<file path="config.mk">
export PLATFORM = sky130hd
export DESIGN_NAME = hit_scorer_flat
export DESIGN_NICKNAME = d
export VERILOG_FILES = /design/src/rtl/hit_scorer_if.sv /design/src/rtl/hit_scorer.sv /design/src/flat_wrapper.sv
export SDC_FILE = /design/constraint.sdc
export NUM_CORES = 1
export LEC_CHECK = 0
export CAP_MARGIN = 40
export CELL_PAD_IN_SITES_DETAIL_PLACEMENT = 0
export CELL_PAD_IN_SITES_GLOBAL_PLACEMENT = 1
export CORE_MARGIN = 2
export CORE_UTILIZATION = 45
export CTS_BUF_LIST = sky130_fd_sc_hd__clkbuf_2
export CTS_CLUSTER_SIZE = 14
export DETAILED_ROUTE_END_ITERATION = 8
export PLACE_DENSITY_LB_ADDON = 0.15
export SETUP_SLACK_MARGIN = 0.2
export SLEW_MARGIN = 20
export SYNTH_ARGS = -nofsm -noshare
export SYNTH_HDL_FRONTEND = slang
export SYNTH_SLANG_ARGS = --single-unit
export TNS_END_PERCENT = 50
</file>
<file path="constraint.sdc">
create_clock -name Clk -period 11.7 [get_ports Clk]
set_input_delay 1.17 -clock Clk [delete_from_list [all_inputs] [get_ports Clk]]
set_output_delay 1.17 -clock Clk [all_outputs]
set_load 0.05 [all_outputs]
</file>
<file path="src/rtl/hit_scorer_if.sv">
// Frame-evaluation bus for hit_scorer: snapshot inputs, per-block clear strobes,
// running score/miss totals and FSM visibility.
interface hit_scorer_if #(
    parameter int NUM_BLOCKS = 5
);
    // Protocol: a falling edge on vs requests one frame evaluation; busy is high
    // from SNAP through UPDATE and further vs edges are dropped while busy.
    // block_clear and hit_valid are single-cycle strobes during the UPDATE cycle
    // (there is no backpressure), and score_bcd/miss_count change one cycle later.
    logic                         vs;
    logic [19:0]                  ball_x;
    logic [19:0]                  ball_y;
    logic [19:0]                  ball_s;
    logic [NUM_BLOCKS*10-1:0]     block_x;
    logic [NUM_BLOCKS*10-1:0]     block_y;
    logic [NUM_BLOCKS*10-1:0]     block_s;
    logic [NUM_BLOCKS-1:0]        block_ready;
    logic [NUM_BLOCKS-1:0]        block_clear;
    logic                         hit_valid;
    logic [15:0]                  score_bcd;
    logic [7:0]                   miss_count;
    logic                         busy;
    logic [1:0]                   dbg_state;

    modport master (
        output vs, ball_x, ball_y, ball_s, block_x, block_y, block_s, block_ready,
        input  block_clear, hit_valid, score_bcd, miss_count, busy, dbg_state
    );

    modport slave (
        input  vs, ball_x, ball_y, ball_s, block_x, block_y, block_s, block_ready,
        output block_clear, hit_valid, score_bcd, miss_count, busy, dbg_state
    );
endinterface

</file>
<file path="src/rtl/hit_scorer.sv">
// Per-frame ball/block collision scorer: snapshots positions on vs falling edge,
// scans one ball/block pair per cycle, then clears hit/missed blocks and updates totals.
module hit_scorer #(
    parameter int NUM_BLOCKS    = 5,
    parameter int SCREEN_BOTTOM = 479
) (
    input  logic       Clk,
    input  logic       Reset,
    hit_scorer_if.slave bus
);
    localparam int NPAIR = 2 * NUM_BLOCKS;
    localparam int PW    = (NPAIR > 1) ? $clog2(NPAIR) : 1;
    localparam int KW    = (NUM_BLOCKS > 1) ? $clog2(NUM_BLOCKS) : 1;
    localparam logic [10:0] BOTTOM = 11'(SCREEN_BOTTOM);

    typedef enum logic [1:0] {
        IDLE   = 2'd0,
        SNAP   = 2'd1,
        SCAN   = 2'd2,
        UPDATE = 2'd3
    } state_t;

    state_t                r_state;
    logic                  r_vs;
    logic                  r_vs_prev;
    logic [9:0]            r_ball_x [2];
    logic [9:0]            r_ball_y [2];
    logic [9:0]            r_ball_s [2];
    logic [9:0]            r_blk_x  [NUM_BLOCKS];
    logic [9:0]            r_blk_y  [NUM_BLOCKS];
    logic [9:0]            r_blk_s  [NUM_BLOCKS];
    logic [NUM_BLOCKS-1:0] r_ready;
    logic [NUM_BLOCKS-1:0] r_hit;
    logic [NUM_BLOCKS-1:0] r_block_clear;
    logic                  r_hit_valid;
    logic [PW-1:0]         r_pair;
    logic [15:0]           r_score;
    logic [7:0]            r_miss;

    logic                  w_fall;
    logic [KW-1:0]         w_k;
    logic                  w_b;
    logic [9:0]            w_bx, w_by, w_bs, w_kx, w_ky, w_ks;
    logic [9:0]            w_dx, w_dy;
    logic [10:0]           w_lim;
    logic                  w_collide;
    logic [NUM_BLOCKS-1:0] w_hit_nxt;
    logic [NUM_BLOCKS-1:0] w_bottom;
    logic [NUM_BLOCKS-1:0] w_miss_scan;
    logic [NUM_BLOCKS-1:0] w_miss_upd;
    logic [7:0]            w_hit_cnt;
    logic [7:0]            w_miss_cnt;
    logic [8:0]            w_carry;
    logic [8:0]            w_digit_sum;
    logic [15:0]           w_score_sum;
    logic [15:0]           w_score_nxt;
    logic [8:0]            w_miss_sum;
    logic [7:0]            w_miss_nxt;

    function automatic logic [7:0] popcount(input logic [NUM_BLOCKS-1:0] v);
        logic [7:0] c;
        c = '0;
        for (int i = 0; i < NUM_BLOCKS; i++) c = c + {7'd0, v[i]};
        return c;
    endfunction

    assign w_fall = r_vs_prev & ~r_vs;
    assign w_k    = KW'(r_pair >> 1);
    assign w_b    = r_pair[0];

    // Distances and limits are kept one bit wider so large half-sizes never wrap.
    always_comb begin
        w_bx = r_ball_x[w_b];
        w_by = r_ball_y[w_b];
        w_bs = r_ball_s[w_b];
        w_kx = r_blk_x[w_k];
        w_ky = r_blk_y[w_k];
        w_ks = r_blk_s[w_k];
        w_dx = (w_bx >= w_kx) ? (w_bx - w_kx) : (w_kx - w_bx);
        w_dy = (w_by >= w_ky) ? (w_by - w_ky) : (w_ky - w_by);
        w_lim = {1'b0, w_bs} + {1'b0, w_ks};
        w_collide = r_ready[w_k] & ({1'b0, w_dx} <= w_lim) & ({1'b0, w_dy} <= w_lim);
        w_hit_nxt = r_hit;
        if (w_collide) w_hit_nxt[w_k] = 1'b1;
    end

    always_comb begin
        w_bottom = '0;
        for (int k = 0; k < NUM_BLOCKS; k++) begin
            w_bottom[k] = (({1'b0, r_blk_y[k]} + {1'b0, r_blk_s[k]}) >= BOTTOM);
        end
        w_miss_scan = r_ready & ~w_hit_nxt & w_bottom;
        w_miss_upd  = r_ready & ~r_hit & w_bottom;
    end

    // Score is added digit by digit; a carry out of the top digit means saturate.
    always_comb begin
        w_hit_cnt   = popcount(r_hit);
        w_miss_cnt  = popcount(w_miss_upd);
        w_carry     = {1'b0, w_hit_cnt};
        w_digit_sum = '0;
        w_score_sum = '0;
        for (int d = 0; d < 4; d++) begin
            w_digit_sum = {5'd0, r_score[4*d +: 4]} + w_carry;
            w_score_sum[4*d +: 4] = 4'(w_digit_sum % 9'd10);
            w_carry = w_digit_sum / 9'd10;
        end
        w_score_nxt = (w_carry != 9'd0) ? 16'h9999 : w_score_sum;
        w_miss_sum  = {1'b0, r_miss} + {1'b0, w_miss_cnt};
        w_miss_nxt  = w_miss_sum[8] ? 8'hFF : w_miss_sum[7:0];
    end

    always_ff @(posedge Clk) begin
        if (!Reset) begin
            r_state       <= IDLE;
            r_vs          <= 1'b1;
            r_vs_prev     <= 1'b1;
            r_ready       <= '0;
            r_hit         <= '0;
            r_block_clear <= '0;
            r_hit_valid   <= 1'b0;
            r_pair        <= '0;
            r_score       <= '0;
            r_miss        <= '0;
            for (int b = 0; b < 2; b++) begin
                r_ball_x[b] <= '0;
                r_ball_y[b] <= '0;
                r_ball_s[b] <= '0;
            end
            for (int k = 0; k < NUM_BLOCKS; k++) begin
                r_blk_x[k] <= '0;
                r_blk_y[k] <= '0;
                r_blk_s[k] <= '0;
            end
        end else begin
            r_vs          <= bus.vs;
            r_vs_prev     <= r_vs;
            r_block_clear <= '0;
            r_hit_valid   <= 1'b0;
            case (r_state)
                IDLE: begin
                    if (w_fall) r_state <= SNAP;
                end
                SNAP: begin
                    for (int b = 0; b < 2; b++) begin
                        r_ball_x[b] <= bus.ball_x[b*10 +: 10];
                        r_ball_y[b] <= bus.ball_y[b*10 +: 10];
                        r_ball_s[b] <= bus.ball_s[b*10 +: 10];
                    end
                    for (int k = 0; k < NUM_BLOCKS; k++) begin
                        r_blk_x[k] <= bus.block_x[k*10 +: 10];
                        r_blk_y[k] <= bus.block_y[k*10 +: 10];
                        r_blk_s[k] <= bus.block_s[k*10 +: 10];
                    end
                    r_ready <= bus.block_ready;
                    r_hit   <= '0;
                    r_pair  <= '0;
                    r_state <= SCAN;
                end
                SCAN: begin
                    r_hit <= w_hit_nxt;
                    // The last pair's result is folded in here so the strobes land in UPDATE.
                    if (r_pair == PW'(NPAIR - 1)) begin
                        r_block_clear <= w_hit_nxt | w_miss_scan;
                        r_hit_valid   <= |w_hit_nxt;
                        r_state       <= UPDATE;
                    end else begin
                        r_pair <= r_pair + 1'b1;
                    end
                end
                UPDATE: begin
                    r_score <= w_score_nxt;
                    r_miss  <= w_miss_nxt;
                    r_hit   <= '0;
                    r_state <= IDLE;
                end
                default: r_state <= IDLE;
            endcase
        end
    end

    assign bus.block_clear = r_block_clear;
    assign bus.hit_valid   = r_hit_valid;
    assign bus.score_bcd   = r_score;
    assign bus.miss_count  = r_miss;
    assign bus.busy        = (r_state != IDLE);
    assign bus.dbg_state   = r_state;
endmodule

</file>
<file path="src/flat_wrapper.sv">
// flat-port wrapper written by rule: the top's interface ports become plain ports
module hit_scorer_flat 
#(
    parameter int NUM_BLOCKS    = 5,
    parameter int SCREEN_BOTTOM = 479
)
  (Clk, Reset, bus_vs, bus_ball_x, bus_ball_y, bus_ball_s, bus_block_x, bus_block_y, bus_block_s, bus_block_ready, bus_block_clear, bus_hit_valid, bus_score_bcd, bus_miss_count, bus_busy, bus_dbg_state);
  hit_scorer_if #(.NUM_BLOCKS(NUM_BLOCKS)) bus_i ();
  input  logic Clk;
  input  logic Reset;
  input wire logic [$bits(bus_i.vs)-1:0] bus_vs;
  input wire logic [$bits(bus_i.ball_x)-1:0] bus_ball_x;
  input wire logic [$bits(bus_i.ball_y)-1:0] bus_ball_y;
  input wire logic [$bits(bus_i.ball_s)-1:0] bus_ball_s;
  input wire logic [$bits(bus_i.block_x)-1:0] bus_block_x;
  input wire logic [$bits(bus_i.block_y)-1:0] bus_block_y;
  input wire logic [$bits(bus_i.block_s)-1:0] bus_block_s;
  input wire logic [$bits(bus_i.block_ready)-1:0] bus_block_ready;
  output wire logic [$bits(bus_i.block_clear)-1:0] bus_block_clear;
  output wire logic [$bits(bus_i.hit_valid)-1:0] bus_hit_valid;
  output wire logic [$bits(bus_i.score_bcd)-1:0] bus_score_bcd;
  output wire logic [$bits(bus_i.miss_count)-1:0] bus_miss_count;
  output wire logic [$bits(bus_i.busy)-1:0] bus_busy;
  output wire logic [$bits(bus_i.dbg_state)-1:0] bus_dbg_state;
  assign bus_i.vs = bus_vs;
  assign bus_i.ball_x = bus_ball_x;
  assign bus_i.ball_y = bus_ball_y;
  assign bus_i.ball_s = bus_ball_s;
  assign bus_i.block_x = bus_block_x;
  assign bus_i.block_y = bus_block_y;
  assign bus_i.block_s = bus_block_s;
  assign bus_i.block_ready = bus_block_ready;
  assign bus_block_clear = bus_i.block_clear;
  assign bus_hit_valid = bus_i.hit_valid;
  assign bus_score_bcd = bus_i.score_bcd;
  assign bus_miss_count = bus_i.miss_count;
  assign bus_busy = bus_i.busy;
  assign bus_dbg_state = bus_i.dbg_state;
  hit_scorer #(.NUM_BLOCKS(NUM_BLOCKS), .SCREEN_BOTTOM(SCREEN_BOTTOM)) u_core (.Clk(Clk), .Reset(Reset), .bus(bus_i));
endmodule
</file>
==> impl_metrics.ini, run 1 <==
[floorplanning]
fp-row-count = 71
die_w_um = 198
io_pins = 251
die-area_sq_mm = 0.0393
die_y_um = 198
design.core.area_sq_mm = 0.0374
initial_utilization = 0.454

[routing]
first_iter_violations = 706
vias = 13009
wl_per_cell_um = 18.9
via_per_inst = 5.44
drt-pass1-iter-count = 5
postRouteAntennaNets = 0
drt_wl_total_mm = 45.1
drc_errors = 0

[final_layout]
n_fill_cell = 3332
regArea_sq_mm = 0.00735
fin_util = 0.554
drive_gt1_frac = 0.115
finalNetCount = 2211
final_common_cell = clkdlybuf4s50_1
area_growth_pct = 22.1
multi_input_area_sq_mm = 0.00898
final_cell_mix = 249 x clkdlybuf4s50_1, 218 x and3_1, 210 x edfxtp_1

[setup_path]
r2r_end = u_core.bus.score_bcd[1]$_SDFFE_PN0P_
reg2reg_depth = 58
regToRegSetupSlack_ps = 1130
end_kind = flip-flop
critPathLaunchType = flip-flop
worst_ep_required_time_ps = 12490
max_stage_delay_ps = 550
cp_max_fo = 9
worstPathArrival_ps = 11360
crit_type = reg2reg
crit_path_end = u_core.bus.score_bcd[1]$_SDFFE_PN0P_
cpMaxStageDelayCell = fa_1
r2r_start = u_core.r_hit[0]$_SDFFE_PN0P_
cp-startpoint = u_core.r_hit[0]$_SDFFE_PN0P_

[cts]
cts_root_buffer = clkbuf_2
cts.reportedPaths.clkPinSlew_ps = 90
numCtsBuffers = 73
postCtsSetupRepairBufs = 0
cts_buffer_depth = 3
cts_tree = yes
clk_latency_ps = 920
clock_sinks = 262
htreeDepth = 3

[logic_synthesis]
synth_ff_type = edfxtp_1
synthesis.area_sq_mm = 0.0170
synth_compound_area_frac = 0.110
yosysSeqAreaShare = 0.433
synth_top_cell_area_share = 0.371
synth_edf_count = 210
syn_nets = 1946
synthXorXnorAreaFrac = 0.0310
yosys_warnings = 0
ys_ff_latch = 262
synth_area_leaders = edfxtp_1 37%, ha_1 11%, and3_1 8.0%
syn_inst = 1556
synth_top_cell_by_area = edfxtp_1
synth_top_family_by_area = simple AND/OR/NAND/NOR gates
async_flop_share = 0
synth_adder_area_share = 0.135
synth_simple_gate_area_share = 0.149
synthDistinctLibCells = 66
syn_avg_cell_area_sq_um = 10.9
synthMuxAreaShare = 0.101

[grt]
grt_max_degree = 95
antenna_found_initial = 5
grt_pass1_wl_mm = 70.0
grt_pass1_vias = 13118
gr-total-overflow = 0
grtUsageTotal = 0.232

[timing]
final.period_utilization = 0.903
final.setup_skew_ps = 64.3
period_needed_ps = 10570
setup_viol_count_final = 0
max_freq_mhz = 94.6
relSlewSlack = 0.456
slew_viol_final = 0
tightest_slew_ps = 809
hold_viol_final = 0
rsz0062_at_grt = no
setup-tns-final_ps = 0

[place]
gp_congestion = 0.893
port_buffers = 250
dp_hpwl_mm = 34.3

[pwr]
power_density_mw_per_mm2 = 230
irDropWorstVdd_mv = 0.131
p_leak_nw = 9.28

[run_status]
outcome = finished, final reports clean

[min_path]
hp-class = reg2reg

[job]
drv_cap = 0
-- layout make-up --
class,count,share of cell area
multi-input cells,1111,0.433
diodes,5,0.000603
flip-flops and latches,262,0.354
clock buffers,111,0.0268
clock inverters,18,0.00477
repair buffers,268,0.130
inverters,105,0.0190
well taps,511,0.0308
-- power by group --
part	total [mW]	internal [mW]	switching (mW)	leakage, nW
Sequential	1.46	1.32	0.141	2.65
Clock	0.671	0.272	0.399	0.514
Combinational	2.64	1.14	1.51	6.11
-- per-layer routing --
metal  vias to the layer above  share of wire  track usage  routed length, um
met4                         0          0.027       0.0899               1210
met3                        72          0.047       0.0397               2100
met2                       331           0.47        0.380              21100
met5                         -              0            0                  0
met1                      6215           0.46        0.308              20700
li1                       6391              -            -                  -
-- worst min path at each step --
stage / from / to / depth (start not counted)
after floorplan: u_core.r_vs$_SDFF_PN1_ / u_core.r_vs_prev$_SDFF_PN1_ / 1
after global placement: u_core.r_vs$_SDFF_PN1_ / u_core.r_vs_prev$_SDFF_PN1_ / 1
after detailed placement: u_core.r_vs$_SDFF_PN1_ / u_core.r_vs_prev$_SDFF_PN1_ / 1
after CTS: u_core.r_vs$_SDFF_PN1_ / u_core.r_vs_prev$_SDFF_PN1_ / 1
after global routing: u_core.r_vs$_SDFF_PN1_ / u_core.r_vs_prev$_SDFF_PN1_ / 1
final: u_core.r_vs$_SDFF_PN1_ / u_core.r_vs_prev$_SDFF_PN1_ / 1
-- synth_stat cells (all sizes together) (12+ instances only) --
library cell	number
a211oi	16
a21o	25
a21oi	85
a31oi	12
and3	218
clkbuf	69
dfxtp	52
edfxtp	210
fa	19
ha	153
inv	104
mux2	31
mux2i	69
mux4	30
nand2	41
nand3	20
nand4	12
nor2	90
nor2b	12
nor3	17
o21ai	61
xnor2	41
xor2	19
-- logic make-up (layout without fill, tap and decap cells) --
logic type,after synthesis,after routing
compound gates,289,289
xor+xnor,60,60
fa+ha+maj,172,172
buf+inv,183,502
flops,262,262
mux,130,130
other cells,0,5
simple gates,460,460
-- registers in the layout (all words and copies together) (netlist names), named ones only --
name and count:
u_core.r_pair 4, u_core.r_blk_y 50, u_core.bus.score_bcd 16, u_core.r_ball_y 20, u_core.bus.miss_count 8, u_core.r_vs_prev 1, u_core.bus.hit_valid 1, u_core.r_blk_x 50
u_core.r_ball_x 20, u_core.r_ball_s 20, u_core.r_blk_s 50, u_core.bus.block_clear 5, u_core.r_vs 1, u_core.r_ready 5, u_core.r_hit 5, u_core.bus.dbg_state 2
-- worst max-delay path: cells and delay by family (launching register included) --
kind	cells	cell delay, ps
adder cells (fa/ha/maj)	16	4300
AO/OA/AOI/OAI	12	2110
AND/OR/NAND/NOR	16	2080
buffers and inverters	12	1170
XOR/XNOR	2	450
flip-flops	1	370
-- stage by stage --
stage	instance area, sq um	power [mW]	cells	worst slack (ps)	hold WS [ps]
after detailed placement	20000	4.11	2257	991	452
after CTS	20700	4.80	2386	896	459
after floorplan	17000	3.41	1556	1920	405
after global routing	20700	5.19	2391	238	469
after global placement	19900	4.04	2252	1330	423
final	20700	4.78	2391	1130	457
-- timing repair --
item,4_1_cts,5_1_grt
endpoints found under the hold margin,0,0
resized for setup,0,4
setup endpoints to repair,0,14
hold buffers,0,0
(Power assumes the default switching activity.)
==> inputs of run 2 (changes only) <==
- CORE_MARGIN: 2 -> default
==> impl_metrics.ini, run 2 (synthesis gave the netlist of run 1 again) <==
[timing]
period_needed_ps = 10660
relSlewSlack = 0.451
hold_viol_final = 0
final.period_utilization = 0.911
max_freq_mhz = 93.8
rsz0062_at_grt = no
setup-tns-final_ps = 0
setup_viol_count_final = 0
tightest_slew_ps = 803
final.setup_skew_ps = 82.1
slew_viol_final = 0

[final_layout]
drive_gt1_frac = 0.114
final_common_cell = clkdlybuf4s50_1
n_fill_cell = 3233
finalNetCount = 2211
regArea_sq_mm = 0.00735
top_regs = u_core.r_blk_s (50), u_core.r_blk_x (50), u_core.r_blk_y (50)
multi_input_area_sq_mm = 0.00897
final_cell_mix = 249 x clkdlybuf4s50_1, 218 x and3_1, 210 x edfxtp_1
area_growth_pct = 22.2
fin_util = 0.562

[grt]
grt_max_degree = 117
grt_pass1_wl_mm = 69.4
antenna_found_initial = 1
grtUsageTotal = 0.234
grt_pass1_vias = 13115
gr-total-overflow = 0

[cts]
cts_root_buffer = clkbuf_2
cts.reportedPaths.clkPinSlew_ps = 100
holdBufCountCts = 0
cts_buffer_depth = 3
htreeDepth = 3
numCtsBuffers = 72
clk_latency_ps = 930
clock_sinks = 262
cts_tree = yes

[setup_path]
reg2reg_depth = 57
cp_max_fo = 10
critPathLaunchType = flip-flop
max_stage_delay_ps = 490
regToRegSetupSlack_ps = 1040
worst_ep_required_time_ps = 12510
worstPathArrival_ps = 11480
r2r_end = u_core.bus.score_bcd[14]$_SDFFE_PN0P_
r2r_start = u_core.r_hit[0]$_SDFFE_PN0P_
end_kind = flip-flop
crit_type = reg2reg
cpMaxStageDelayCell = fa_1

[job]
drv_cap = 0

[min_path]
hp-class = reg2reg
hold-path-cell-count = 1
min_to = u_core.r_vs_prev$_SDFF_PN1_
hold_start = u_core.r_vs$_SDFF_PN1_

[pwr]
power_density_mw_per_mm2 = 232
p_switching_mw = 2.04
irDropWorstVdd_mv = 0.108
power.share.sequential = 0.304
pwr-share-comb = 0.552
switching_share = 0.424
p_leak_nw = 9.28
p_int_mw = 2.77
p_clk_frac = 0.144

[place]
gp_congestion = 0.884
dp_hpwl_mm = 33.8
port_buffers = 250

[run_status]
outcome = finished, final reports clean

[floorplanning]
die-area_sq_mm = 0.0385
die_w_um = 196
design.core.area_sq_mm = 0.0369
die_y_um = 196
fp-row-count = 70
initial_utilization = 0.460
io_pins = 251

[routing]
drt-pass1-iter-count = 5
drt_wl_total_mm = 44.5
vias = 12964
first_iter_violations = 727
wl_per_cell_um = 18.7
postRouteAntennaNets = 0
drc_errors = 0
via_per_inst = 5.46
-- run 2: power groups by stage --
stage          clock network [mW]  registers (mW)  logic [mW]
6_report                    0.696            1.46        2.66
5_1_grt                     0.771            1.49        2.96
4_1_cts                     0.729            1.46        2.65
3_5_place_dp                    0            1.48        2.64
3_3_place_gp                    0            1.48        2.58
2_1_floorplan                   0            1.48        1.93
-- run 2: through the flow --
| step | hold slack (ps) | setup WS (ps) | cells | instance area (sq um) | total power [mW] |
|---|---|---|---|---|---|
| 2_1_floorplan | 405 | 1920 | 1556 | 17000 | 3.41 |
| 3_3_place_gp | 421 | 1430 | 2245 | 19900 | 4.05 |
| 3_5_place_dp | 435 | 1070 | 2249 | 20000 | 4.12 |
| 4_1_cts | 461 | 972 | 2372 | 20700 | 4.84 |
| 5_1_grt | 477 | 171 | 2375 | 20700 | 5.22 |
| 6_report | 453 | 1040 | 2375 | 20700 | 4.82 |
-- run 2: how the worst max path moves through the flow --
stage               slack [ps]                               endpoint  depth (start not counted)                          from
finish                    1040  u_core.bus.score_bcd[14]$_SDFFE_PN0P_                         57  u_core.r_hit[0]$_SDFFE_PN0P_
global route               170  u_core.bus.score_bcd[14]$_SDFFE_PN0P_                         57  u_core.r_hit[0]$_SDFFE_PN0P_
CTS                        970  u_core.bus.score_bcd[14]$_SDFFE_PN0P_                         57  u_core.r_hit[0]$_SDFFE_PN0P_
detailed placement        1070  u_core.bus.score_bcd[14]$_SDFFE_PN0P_                         57  u_core.r_hit[0]$_SDFFE_PN0P_
global placement          1430  u_core.bus.score_bcd[14]$_SDFFE_PN0P_                         57  u_core.r_hit[0]$_SDFFE_PN0P_
floorplan                 1920  u_core.bus.score_bcd[10]$_SDFFE_PN0P_                         60  u_core.r_hit[0]$_SDFFE_PN0P_
-- run 2: repair_timing --
item | in CTS | in global routing
buffers inserted | 0 | 0
gates resized for setup | 0 | 3
endpoints found under the setup margin | 0 | 11
-- run 2: layout make-up --
cell class / count / area share
clock buffers: 105 / 0.0253
well taps: 504 / 0.0304
inverters: 105 / 0.0190
clock inverters: 18 / 0.00736
diodes: 1 / 0.000121
flip-flops and latches: 262 / 0.354
repair buffers: 269 / 0.131
multi-input cells: 1111 / 0.433
-- run 2: per-layer routing --
| metal | up-vias | routed length, um | track usage |
|---|---|---|---|
| li1 | 6396 | - | - |
| met1 | 6183 | 20300 | 0.310 |
| met2 | 329 | 21300 | 0.391 |
| met3 | 56 | 2270 | 0.0394 |
| met4 | 0 | 661 | 0.0703 |
| met5 | - | 0 | 0 |
-- run 2: worst max-delay path: cells and delay by family, from the launching register on --
family / cells / cell delay (ps)
AOI/OAI and AO/OA: 12 / 1930
DFF: 1 / 370
xor gates and xnor gates: 2 / 590
and+or+nand+nor: 16 / 2090
buffers and inverters: 11 / 1040
adders and majority gates: 16 / 4490
==> inputs of run 3 (changes only) <==
- CAP_MARGIN: 40 -> default
==> impl_metrics.ini, run 3 (synthesis gave the netlist of run 1 again) <==
[run_status]
outcome = finished, final reports clean

[pwr]
irDropWorstVdd_mv = 0.105
p_switching_mw = 2.04
p_int_mw = 2.69
p_clk_frac = 0.134
pwr-share-comb = 0.556
switching_share = 0.431
power.share.sequential = 0.309
p_leak_nw = 9.18
power_density_mw_per_mm2 = 230

[setup_path]
max_stage_delay_ps = 500
critPathLaunchType = flip-flop
regToRegSetupSlack_ps = 1200
worst_ep_required_time_ps = 12600
reg2reg_depth = 57
crit_type = reg2reg
end_kind = flip-flop
r2r_start = u_core.r_hit[0]$_SDFFE_PN0P_
cpMaxStageDelayCell = fa_1
r2r_end = u_core.bus.score_bcd[14]$_SDFFE_PN0P_
cp_max_fo = 10
worstPathArrival_ps = 11400

[timing]
setup-tns-final_ps = 0
slew_viol_final = 0
rsz0062_at_grt = no
fin_hold_ws_ps = 450
period_needed_ps = 10500
final.period_utilization = 0.898
max_freq_mhz = 95.2
tightest_slew_ps = 1030
setup_viol_count_final = 0
hold_viol_final = 0
relSlewSlack = 0.315
final.setup_skew_ps = 85.0

[final_layout]
final_cell_mix = 249 x clkdlybuf4s50_1, 218 x and3_1, 210 x edfxtp_1
final_common_cell = clkdlybuf4s50_1
area_growth_pct = 21.2
drive_gt1_frac = 0.106
finalNetCount = 2205
top_regs = u_core.r_blk_s (50), u_core.r_blk_x (50), u_core.r_blk_y (50)

[routing]
drt-pass1-iter-count = 5
drc_errors = 0
via_per_inst = 5.48
first_iter_violations = 742
postRouteAntennaNets = 0
drt_wl_total_mm = 44.5
wl_per_cell_um = 18.7
vias = 13001

[min_path]
hold-path-cell-count = 1
hp-class = reg2reg
hold_start = u_core.r_vs$_SDFF_PN1_
min_to = u_core.r_vs_prev$_SDFF_PN1_

[place]
gp_congestion = 0.884
dp_hpwl_mm = 33.6
port_buffers = 250

[grt]
antenna_found_initial = 3
grt_pass1_wl_mm = 69.2
gr-total-overflow = 0
use_met3 = 0.0419
grt_pass1_vias = 13111
grt.busiest_layer = met2
use_met1 = 0.309
grt_max_degree = 117
grtUsageTotal = 0.233
grt_util_met2 = 0.386

[floorplanning]
initial_utilization = 0.460
io_pins = 251
die-area_sq_mm = 0.0385
design.core.area_sq_mm = 0.0369
fp-row-count = 70
die_y_um = 196
die_w_um = 196

[cts]
cts.reportedPaths.clkPinSlew_ps = 110
clock_sinks = 262
numCtsBuffers = 72
cts_buffer_depth = 3
htreeDepth = 3
clk_latency_ps = 980
cts_tree = yes
cts_root_buffer = clkbuf_2
holdBufCountCts = 0

[job]
drv_cap = 0
## run 3: per-layer routing
| layer | wire (um) | up-vias |
|---|---|---|
| li1 | - | 6387 |
| met1 | 20400 | 6200 |
| met2 | 21100 | 347 |
| met3 | 2020 | 67 |
| met4 | 926 | 0 |
| met5 | 0 | - |
## run 3: timing repair
| item | 4_1_cts | 5_1_grt |
|---|---|---|
| resized for setup | 0 | 3 |
| setup buffers | 0 | 0 |
| endpoints found under the setup margin | 0 | 10 |
## run 3: worst max path at each step
stage | from | to | slack [ps] | depth (start not counted)
finish | u_core.r_hit[0]$_SDFFE_PN0P_ | u_core.bus.score_bcd[14]$_SDFFE_PN0P_ | 1200 | 57
global route | u_core.r_hit[0]$_SDFFE_PN0P_ | u_core.bus.score_bcd[14]$_SDFFE_PN0P_ | 220 | 57
CTS | u_core.r_hit[0]$_SDFFE_PN0P_ | u_core.bus.score_bcd[14]$_SDFFE_PN0P_ | 960 | 57
detailed placement | u_core.r_hit[0]$_SDFFE_PN0P_ | u_core.bus.score_bcd[14]$_SDFFE_PN0P_ | 990 | 57
global placement | u_core.r_hit[0]$_SDFFE_PN0P_ | u_core.bus.score_bcd[14]$_SDFFE_PN0P_ | 1430 | 57
floorplan | u_core.r_hit[0]$_SDFFE_PN0P_ | u_core.bus.score_bcd[10]$_SDFFE_PN0P_ | 1920 | 60
## run 3: worst max-delay path, delay by kind of cell, from the launching register on
kind | cells | cell delay, ps
xor+xnor | 2 | 590
compound gates | 12 | 1830
flops | 1 | 380
buf+inv | 11 | 1030
simple gates | 16 | 2080
fa+ha+maj | 16 | 4530
## run 3: area by class of cell
class	count	area [sq um]
fillers	3188	16300
flip-flops and latches	262	7350
diodes	4	10.0
clock inverters	29	151
inverters	105	394
repair buffers	263	2600
multi-input cells	1111	8970
clock buffers	93	465
well taps	504	631
## run 3: power by group through the flow
stage	logic (mW)	clock network, mW	registers (mW)
finish	2.63	0.637	1.46
global route	2.95	0.703	1.49
CTS	2.64	0.660	1.46
detailed placement	2.62	0	1.48
global placement	2.58	0	1.48
floorplan	1.93	0	1.48
## run 3: per-stage QoR
stage	std cells	utilization	power (mW)	worst slack, ps	instance area [sq um]
global route	2370	0.558	5.14	217	20600
detailed placement	2245	0.540	4.10	994	19900
finish	2371	0.558	4.73	1200	20600
floorplan	1556	-	3.41	1920	17000
global placement	2245	0.540	4.05	1430	19900
CTS	2367	0.557	4.76	964	20500
